$ cat config.mk
export PLATFORM = sky130hd
export DESIGN_NAME = stack_access_sequencer_flat
export DESIGN_NICKNAME = d
export VERILOG_FILES = /design/src/rtl/stack_seq_pkg.sv /design/src/rtl/stack_access_sequencer_if.sv /design/src/rtl/stack_access_sequencer.sv /design/src/flat_wrapper.sv
export SDC_FILE = /design/constraint.sdc
export NUM_CORES = 1
export LEC_CHECK = 0
export ABC_CLOCK_PERIOD_IN_PS = 1100
export BUFFER_PORTS_ARGS = -buffer_cell sky130_fd_sc_hd__buf_2
export CORE_AREA = 5 5 42 44
export DETAILED_ROUTE_END_ITERATION = 10
export DIE_AREA = 0 0 47 49
export GPL_TIMING_DRIVEN = 1
export SYNTH_ARGS = -nofsm -noshare
export SYNTH_HDL_FRONTEND = slang
export SYNTH_SLANG_ARGS = --single-unit
$ cat constraint.sdc
create_clock -name clk -period 1.1 [get_ports clk]
set_input_delay 0.11 -clock clk [delete_from_list [all_inputs] [get_ports clk]]
set_output_delay 0.11 -clock clk [all_outputs]
set_load 0.005 [all_outputs]
$ cat src/rtl/stack_seq_pkg.sv
// Shared types and elaboration-time helpers for the stack access sequencer.
// Imported by the sequencer interface and the sequencer itself.
package stack_seq_pkg;

    typedef enum logic [1:0] {
        OP_NONE = 2'b00,
        OP_PUSH = 2'b10,
        OP_POP  = 2'b11
    } stack_op_e;

    typedef enum logic {
        IDLE   = 1'b0,
        ACTIVE = 1'b1
    } seq_state_e;

    function automatic bit params_ok(input int pc_words, input int flag_words);
        return (pc_words >= 32'sd1) && (pc_words <= 32'sd4) &&
               (flag_words >= 32'sd0) && (flag_words <= 32'sd2);
    endfunction

    function automatic int cnt_width(input int pc_words, input int flag_words);
        return $clog2(pc_words + flag_words + 32'sd1);
    endfunction

endpackage

$ cat src/rtl/stack_access_sequencer_if.sv
// Request/control bundle between the memory-stage pipeline (master)
// and the stack access sequencer (slave).
interface stack_access_sequencer_if
    import stack_seq_pkg::*;
#(
    parameter int PC_WORDS   = 2,
    parameter int FLAG_WORDS = 1
);
    localparam int CNT_W = cnt_width(PC_WORDS, FLAG_WORDS);

    logic             stack_pc;
    logic             stack_flags;
    logic             mem_read;
    logic             mem_write;
    logic             abort;
    logic             stall;
    logic             busy;
    stack_op_e        stack_op;
    logic [CNT_W-1:0] word_idx;
    logic             is_flags;
    logic             done;

    modport master (
        output stack_pc, stack_flags, mem_read, mem_write, abort,
        input  stall, busy, stack_op, word_idx, is_flags, done
    );

    modport slave (
        input  stack_pc, stack_flags, mem_read, mem_write, abort,
        output stall, busy, stack_op, word_idx, is_flags, done
    );
endinterface

$ cat src/rtl/stack_access_sequencer.sv
// Expands one PC/flags push or pop into single-word memory operations.
// Define STACK_SEQ_BACK2BACK_EN to accept a new request in the done cycle.
module stack_access_sequencer
    import stack_seq_pkg::*;
#(
    parameter int PC_WORDS   = 2,
    parameter int FLAG_WORDS = 1
) (
    input logic                     clk,
    input logic                     rst_n,
    stack_access_sequencer_if.slave bus
);
    localparam int               CNT_W    = cnt_width(PC_WORDS, FLAG_WORDS);
    localparam bit               FLAGS_EN = (FLAG_WORDS > 0);
    localparam logic [CNT_W-1:0] ONE      = CNT_W'(1);
    localparam logic [CNT_W-1:0] PC_LAST  = CNT_W'(PC_WORDS - 1);
    localparam logic [CNT_W-1:0] FL_LAST  = FLAGS_EN ? CNT_W'(FLAG_WORDS - 1) : '0;
    localparam logic [CNT_W-1:0] LEN_PC   = CNT_W'(PC_WORDS);
    localparam logic [CNT_W-1:0] LEN_ALL  = CNT_W'(PC_WORDS + FLAG_WORDS);
`ifdef STACK_SEQ_BACK2BACK_EN
    localparam bit               B2B_EN   = 1'b1;
`else
    localparam bit               B2B_EN   = 1'b0;
`endif

    if (!params_ok(PC_WORDS, FLAG_WORDS)) begin : g_param_err
        $error("stack_access_sequencer: PC_WORDS must be 1..4, FLAG_WORDS 0..2");
    end

    seq_state_e       state_q, state_d;
    stack_op_e        op_q, op_d;
    logic             is_flags_q, is_flags_d;
    logic [CNT_W-1:0] idx_q, idx_d;
    logic [CNT_W-1:0] rem_q, rem_d;
    logic             stall_q, stall_d;
    logic             busy_q, busy_d;
    logic             done_q, done_d;
    logic             take_req_s;
    logic             with_flags_s;

    // State and registered outputs, synchronous active-low reset.
    always_ff @(posedge clk) begin
        if (!rst_n) begin
            state_q    <= IDLE;
            op_q       <= OP_NONE;
            is_flags_q <= 1'b0;
            idx_q      <= '0;
            rem_q      <= '0;
            stall_q    <= 1'b0;
            busy_q     <= 1'b0;
            done_q     <= 1'b0;
        end else begin
            state_q    <= state_d;
            op_q       <= op_d;
            is_flags_q <= is_flags_d;
            idx_q      <= idx_d;
            rem_q      <= rem_d;
            stall_q    <= stall_d;
            busy_q     <= busy_d;
            done_q     <= done_d;
        end
    end

    // Next-state: accept, advance one word, or fall back to idle.
    always_comb begin
        state_d      = state_q;
        op_d         = op_q;
        is_flags_d   = is_flags_q;
        idx_d        = idx_q;
        rem_d        = rem_q;
        take_req_s   = 1'b0;
        with_flags_s = bus.stack_flags && FLAGS_EN;

        case (state_q)
            IDLE:    take_req_s = bus.stack_pc;
            ACTIVE: begin
                if (rem_q == ONE) begin
                    take_req_s = B2B_EN && bus.stack_pc;
                end else begin
                    take_req_s = 1'b0;
                end
            end
            default: take_req_s = 1'b0;
        endcase

        if (bus.abort) begin
            state_d    = IDLE;
            op_d       = OP_NONE;
            is_flags_d = 1'b0;
            idx_d      = '0;
            rem_d      = '0;
        end else if (take_req_s) begin
            state_d = ACTIVE;
            rem_d   = with_flags_s ? LEN_ALL : LEN_PC;
            if (bus.mem_read) begin
                // Pop unwinds LIFO: flags came last, so they come back first.
                op_d       = OP_POP;
                is_flags_d = with_flags_s;
                idx_d      = '0;
            end else begin
                op_d       = bus.mem_write ? OP_PUSH : OP_NONE;
                is_flags_d = 1'b0;
                idx_d      = PC_LAST;
            end
        end else if ((state_q == ACTIVE) && (rem_q != ONE)) begin
            rem_d = rem_q - ONE;
            if (op_q == OP_POP) begin
                if (is_flags_q && (idx_q == FL_LAST)) begin
                    is_flags_d = 1'b0;
                    idx_d      = '0;
                end else begin
                    idx_d = idx_q + ONE;
                end
            end else begin
                if (!is_flags_q && (idx_q == '0)) begin
                    is_flags_d = 1'b1;
                    idx_d      = FL_LAST;
                end else begin
                    idx_d = idx_q - ONE;
                end
            end
        end else begin
            state_d    = IDLE;
            op_d       = OP_NONE;
            is_flags_d = 1'b0;
            idx_d      = '0;
            rem_d      = '0;
        end

        busy_d  = (state_d == ACTIVE);
        stall_d = busy_d && (rem_d != ONE);
        done_d  = busy_d && (rem_d == ONE);
    end

    assign bus.stall    = stall_q;
    assign bus.busy     = busy_q;
    assign bus.stack_op = op_q;
    assign bus.word_idx = idx_q;
    assign bus.is_flags = is_flags_q;
    assign bus.done     = done_q;

endmodule

$ cat src/flat_wrapper.sv
// flat-port wrapper written by rule: the top's interface ports become plain ports
module stack_access_sequencer_flat import stack_seq_pkg::*;
#(
    parameter int PC_WORDS   = 2,
    parameter int FLAG_WORDS = 1
)
  (clk, rst_n, bus_stack_pc, bus_stack_flags, bus_mem_read, bus_mem_write, bus_abort, bus_stall, bus_busy, bus_stack_op, bus_word_idx, bus_is_flags, bus_done);
  stack_access_sequencer_if #(.PC_WORDS(PC_WORDS), .FLAG_WORDS(FLAG_WORDS)) bus_i ();
  input logic clk;
  input logic rst_n;
  input wire logic [$bits(bus_i.stack_pc)-1:0] bus_stack_pc;
  input wire logic [$bits(bus_i.stack_flags)-1:0] bus_stack_flags;
  input wire logic [$bits(bus_i.mem_read)-1:0] bus_mem_read;
  input wire logic [$bits(bus_i.mem_write)-1:0] bus_mem_write;
  input wire logic [$bits(bus_i.abort)-1:0] bus_abort;
  output wire logic [$bits(bus_i.stall)-1:0] bus_stall;
  output wire logic [$bits(bus_i.busy)-1:0] bus_busy;
  output wire logic [$bits(bus_i.stack_op)-1:0] bus_stack_op;
  output wire logic [$bits(bus_i.word_idx)-1:0] bus_word_idx;
  output wire logic [$bits(bus_i.is_flags)-1:0] bus_is_flags;
  output wire logic [$bits(bus_i.done)-1:0] bus_done;
  assign bus_i.stack_pc = bus_stack_pc;
  assign bus_i.stack_flags = bus_stack_flags;
  assign bus_i.mem_read = bus_mem_read;
  assign bus_i.mem_write = bus_mem_write;
  assign bus_i.abort = bus_abort;
  assign bus_stall = bus_i.stall;
  assign bus_busy = bus_i.busy;
  assign bus_stack_op = bus_i.stack_op;
  assign bus_word_idx = bus_i.word_idx;
  assign bus_is_flags = bus_i.is_flags;
  assign bus_done = bus_i.done;
  stack_access_sequencer #(.PC_WORDS(PC_WORDS), .FLAG_WORDS(FLAG_WORDS)) u_core (.clk(clk), .rst_n(rst_n), .bus(bus_i));
endmodule
* Word-level counts from Yosys, hierarchy flattened
Cells that the tools add are included.
** Operators by class
- $add $sub $neg :: 3
- Multiply operators :: 0
- Divide/modulo/power cells :: 0
- Order comparisons :: 0
- Equal/unequal tests :: 7
- Shift-type cells :: 0
- Mux-type cells :: 24
- Bitwise gates (word level) :: 2
- Reduce and logical (&&, ||, !) cells :: 9
** Operator list (count)
- 2-bit two-way mux :: 12
- 1-bit two-way mux :: 11
- 4-bit by 3-bit != test with 1-bit output (second input constant) :: 2
- 2-bit by 1-bit != test with 1-bit output (second input constant) :: 3
- 1-bit logical AND :: 5
- 2-bit by 1-bit subtractor with 2-bit output (second input constant) :: 2
- 2-bit by 1-bit adder with 2-bit output (second input constant) :: 1
- 2-bit by 1-bit == test with 1-bit output (second input constant) :: 1
- 2-bit == test (second input constant) :: 1
- 2-bit logical NOT :: 1
- 1-bit inverter :: 2
- 1-bit case mux with 2 select lines :: 1
- 2-bit AND reduction :: 1
- 2-bit OR reduction :: 1
- 1-bit logical NOT :: 1
** Word-level totals
- Bits in registers :: 10
- Latch bits :: 0
- RAM bits :: 0
- Memory bits (read-only) :: 0
- Input port bits :: 7
- Logic and storage cells :: 52
- Memories :: 0

* Depth between registers and ports, before layout
- Depth after elaboration :: 7
- Mapped depth :: 5
- Gate-level depth less buffers :: 5

* Worst setup path after synthesis
Ideal clock, no wire load.
- Path kind :: flip-flop to flip-flop
- From :: register u_core.idx_q[0], in the netlist u_core.bus.word_idx[0]
- To :: register u_core.idx_q[1], in the netlist u_core.bus.word_idx[1]
- Library setup time :: 0.103 ns
- Arrival time :: 1.093 ns
- Required time :: 0.997 ns
- Path slack :: -0.097 ns
- Stages on the path, launching flop included :: 5
- Path buffers :: 0
- Cell sequence :: dfxtp_1 > inv_1 > ha_1 > mux2i_1 > a2111oi_2
** On the way
- Longest elaborated chain between the ends :: 6
- Elaborated cells on any way between the ends :: 10
** RTL lines
- start: declaration :: line stack_access_sequencer.sv:33 : logic [CNT_W-1:0] idx_q, idx_d;
- start signal: assignment :: line stack_access_sequencer.sv:56 : idx_q <= idx_d;
- parallel branches: the longest is 3 deep, another holds 2-bit by 1-bit subtractor with 2-bit output
- 2-bit two-way mux (*) :: line stack_access_sequencer.sv:107 : if (op_q == OP_POP) begin
- 2-bit two-way mux (*) :: line stack_access_sequencer.sv:105 : end else if ((state_q == ACTIVE) && (rem_q != ONE)) begin
- 2-bit two-way mux (*) :: line stack_access_sequencer.sv:92 : end else if (take_req_s) begin
Mark *: on every way between the ends.
A chain may end at the register's enable or synchronous reset.

* Worst setup path after layout
- From :: register u_core.rem_q[0]
- To :: register u_core.is_flags_q, in the netlist u_core.bus.is_flags
** On the way
- Longest elaborated chain between the ends :: 4
- Elaborated cells on any way between the ends :: 7
** RTL lines
- start: declaration :: line stack_access_sequencer.sv:34 : logic [CNT_W-1:0] rem_q, rem_d;
- start signal: assignment :: line stack_access_sequencer.sv:57 : rem_q <= rem_d;
- 2-bit by 1-bit != test with 1-bit output (*) :: line stack_access_sequencer.sv:105
- 1-bit logical AND (*) :: line stack_access_sequencer.sv:105
- 4-bit by 3-bit != test with 1-bit output (no source line) / 1-bit two-way mux (equally long branches)
- 2-bit AND reduction (no source line) / 1-bit two-way mux (equally long branches)
- end signal: assignment :: line stack_access_sequencer.sv:55 : is_flags_q <= is_flags_d;
- end: declaration :: line stack_access_sequencer.sv:32 : logic is_flags_q, is_flags_d;
Mark *: on every way between the ends. The rest lies on a longest branch, timed or not.

==> out/metrics.csv <==
stage,metric,value,unit
run_status,status,finished with violations,
run_status,violations,setup timing,
global_route,grt_pass1_wl,1.869,mm
cts,cts_tree,yes,
synth,synth_edf_count,0,
final_layout,areaGrowthSynthToFinish,50.13,%
sta,slew_headroom,0.7114,
cts,clk_path_buf_depth,2,
routing,firstDrtPassIters,3,
sta,maxSlewViolCount,0,
power,p_leak,0.3178,nW
cts,numCtsBuffers,3,
sta,hold_ws,91.51,ps
floorplanning,core_area,1401,um^2
sta,min_period_over_period,1.007,
power,powerDensity,1064,nW/um^2
sta,fmax,902.7,MHz
floorplanning,num_rows,14,
worst_setup_path,worst_setup_path_start_kind,flop,
cts,clk_pin_slew,60,ps
synth,ys_async_sr_fraction,0,
worst_setup_path,slowest_stage,dfxtp_2,
synth,synth_common_cells,"dfxtp_1, nor2_1, a21oi_1, ha_1, inv_1",
sta,worst_pin_slew,433.0,ps
synth,yosys.area.top_type,dfxtp_1,
hold_path,hold_path_class,in -> reg,
cts,clk_latency,270,ps
synth,synth_area,474.2,um^2
worst_setup_path,crit_required,1240,ps
synth,ys_top_cells_by_area,"dfxtp_1, ha_1, a21oi_1",
routing,finalWirelength,1.142,mm
worst_setup_path,path_delay_family,flip-flops,
synth,synth_warnings,0,
sta,clock_skew,1.595,ps
worst_setup_path,critical_path_peak_fanout,5,
cts,postCtsHoldBufs,0,
final_layout,layout.nets,87,
synth,synth.distinct_cells,25,
job,max-cap-violations,0,
sta,setup_viol,2,
sta,layout_min_cycle_time,1108,ps
floorplanning,initial_utilization,0.3384,
final_layout,diodes,0,
place,port_buffers,14,
sta,rsz0062_at_grt,true,
cts,cts_sinks,10,
sta,fin_ws,-7.729,ps
power,power.total,0.0007578,W
synth,synthesis.nets,59,
synth,avgSynthCellArea,9.678,um^2
worst_setup_path,crit_chain,ha_4 > and2b_2 > a31oi_1 > a21oi_1,
final_layout,fin_cells,91,
routing,vias,455,
synth,synth.most_common_cell,dfxtp_1,
floorplanning,ios,15,
place,globalplace.congestion,0.7408,
global_route,grt_pass1_vias,471,
global_route,track_usage,0.1108,
routing,wire_per_inst,12.55,um
worst_setup_path,slowest_delay,360,ps
routing,drc,0,
worst_setup_path,critPathBufInv,0,
global_route,antenna_found_initial,0,
synth,synth_seq_area_share,0.4222,
synth,synth_cells,49,
routing,via_per_inst,5.000,
synth,synth_top_area_frac,0.4222,
global_route,grt_overflow,0,
worst_setup_path,cp.arrival,1250,ps
power,ir_drop,0.0007576,V
routing,antenna_left,0,
synth,synth_flop_cell,dfxtp_1,
cts,cts-root-buf,clkbuf_4,
place,dp_hpwl,855.2,um
floorplanning,die_area,2303,um^2
global_route,grt_max_degree,11,
synth,ys_ff_latch,10,
final_layout,layout-drive-gt1-share,0.6000,
worst_setup_path,end_kind,flop,
place,dp_cells,84,
sta,hold_viol_final,0,
final_layout,finish.utilization,0.5080,
floorplanning,fp.dieH,49,um
floorplanning,fp.dieW,47,um
routing,drtIter0Drc,3,
cts,h-tree-depth,1,
worst_setup_path,path_class,reg -> reg,
-- layer usage --
layer	track usage	vias up	routed length, um
met5	0	-	0
met4	0.05530	0	27
met3	0.02214	5	82
met2	0.1674	16	502
met1	0.1438	205	529
li1	-	229	-
-- placed cells by master (no fill, tap or decap) --
master	n
nor2b_2	1
a2111oi_2	1
xor2_1	1
a21oi_2	1
buf_4	10
and2b_2	1
ha_1	1
a2bb2oi_1	1
a31oi_1	1
a22oi_2	1
nor4_1	1
a211oi_2	1
buf_2	14
dfxtp_2	4
o21ai_0	1
nor3b_2	1
o22a_1	1
clkbuf_4	3
o21ai_1	2
nand2b_4	1
o21a_1	1
a2bb2oi_2	1
ha_4	2
and4b_1	1
dfxtp_1	6
inv_2	2
a21oi_1	3
mux2i_1	1
nor2_1	5
nand2b_2	1
nand2_1	2
nand2b_1	1
inv_1	1
-- layout make-up --
class | instances | area (um^2)
fillers | 144 | 689.4
repair buffers | 24 | 145.1
well taps | 16 | 20.02
clock buffers | 3 | 22.52
flip-flops and latches | 10 | 205.2
multi-input cells | 35 | 307.8
inverters | 3 | 11.26
-- report_power, final --
| part | total, W | internal (W) | leakage [nW] | switching [W] |
|---|---|---|---|---|
| logic | 0.000121 | 0.0000646 | 0.221 | 0.0000561 |
| registers | 0.000384 | 0.000374 | 0.0833 | 0.00000970 |
| clock network | 0.000253 | 0.000127 | 0.0138 | 0.000127 |
-- repair_timing --
| item | in CTS | in global routing |
|---|---|---|
| endpoints found under the setup margin | 6 | 6 |
| setup buffers | 3 | 1 |
| gates cloned | 0 | 0 |
| pin swaps | 5 | 5 |
| gates resized for setup | 3 | 7 |
-- logic make-up after synthesis --
family / count (synthesis) / share of synthesized area
AOI/OAI and AO/OA: 15 / 0.2322
xor gates and xnor gates: 1 / 0.01847
adders and majority gates: 3 / 0.07916
buffers and inverters: 4 / 0.03429
DFF: 10 / 0.4222
muxes: 1 / 0.02111
and+or+nand+nor: 15 / 0.1926
-- tightest hold or removal path, delay by kind of cell --
| family | cells | cell delay (ps) |
|---|---|---|
| buffers and inverters | 1 | 90 |
| AND/OR/NAND/NOR | 1 | 70 |
| AO/OA/AOI/OAI | 1 | 50 |
-- through the flow --
step / setup WS (ps) / area, um^2 / TNS [ps]
4_1_cts: -49.16 / 671.9 / -202.4
6_report: -7.729 / 711.9 / -13.90
2_1_floorplan: -14.16 / 483.0 / -14.16
3_3_place_gp: -53.96 / 613.1 / -141.7
3_5_place_dp: -83.87 / 613.1 / -318.1
5_1_grt: -53.89 / 711.9 / -203.8
-- state kept, by name (all words and copies together), names as in the netlist --
register	count
u_core.bus.stack_op	2
u_core.bus.word_idx	2
u_core.rem_q	2
u_core.bus.done	1
u_core.bus.is_flags	1
u_core.bus.stall	1
u_core.state_q	1
-- worst paths after layout --
| check | slack (ps) | startpoint | cells past startpoint | end |
|---|---|---|---|---|
| worst max-delay path | -8 | u_core.rem_q[0] | 4 | u_core.bus.is_flags |
| worst min-delay path | 90 | bus_stack_flags | 3 | u_core.rem_q[0] |
| worst min register to register | 550 | u_core.bus.is_flags | 2 | u_core.bus.is_flags |
| worst max register to register | -8 | u_core.rem_q[0] | 4 | u_core.bus.is_flags |
Power figures use the tool's default switching activity.
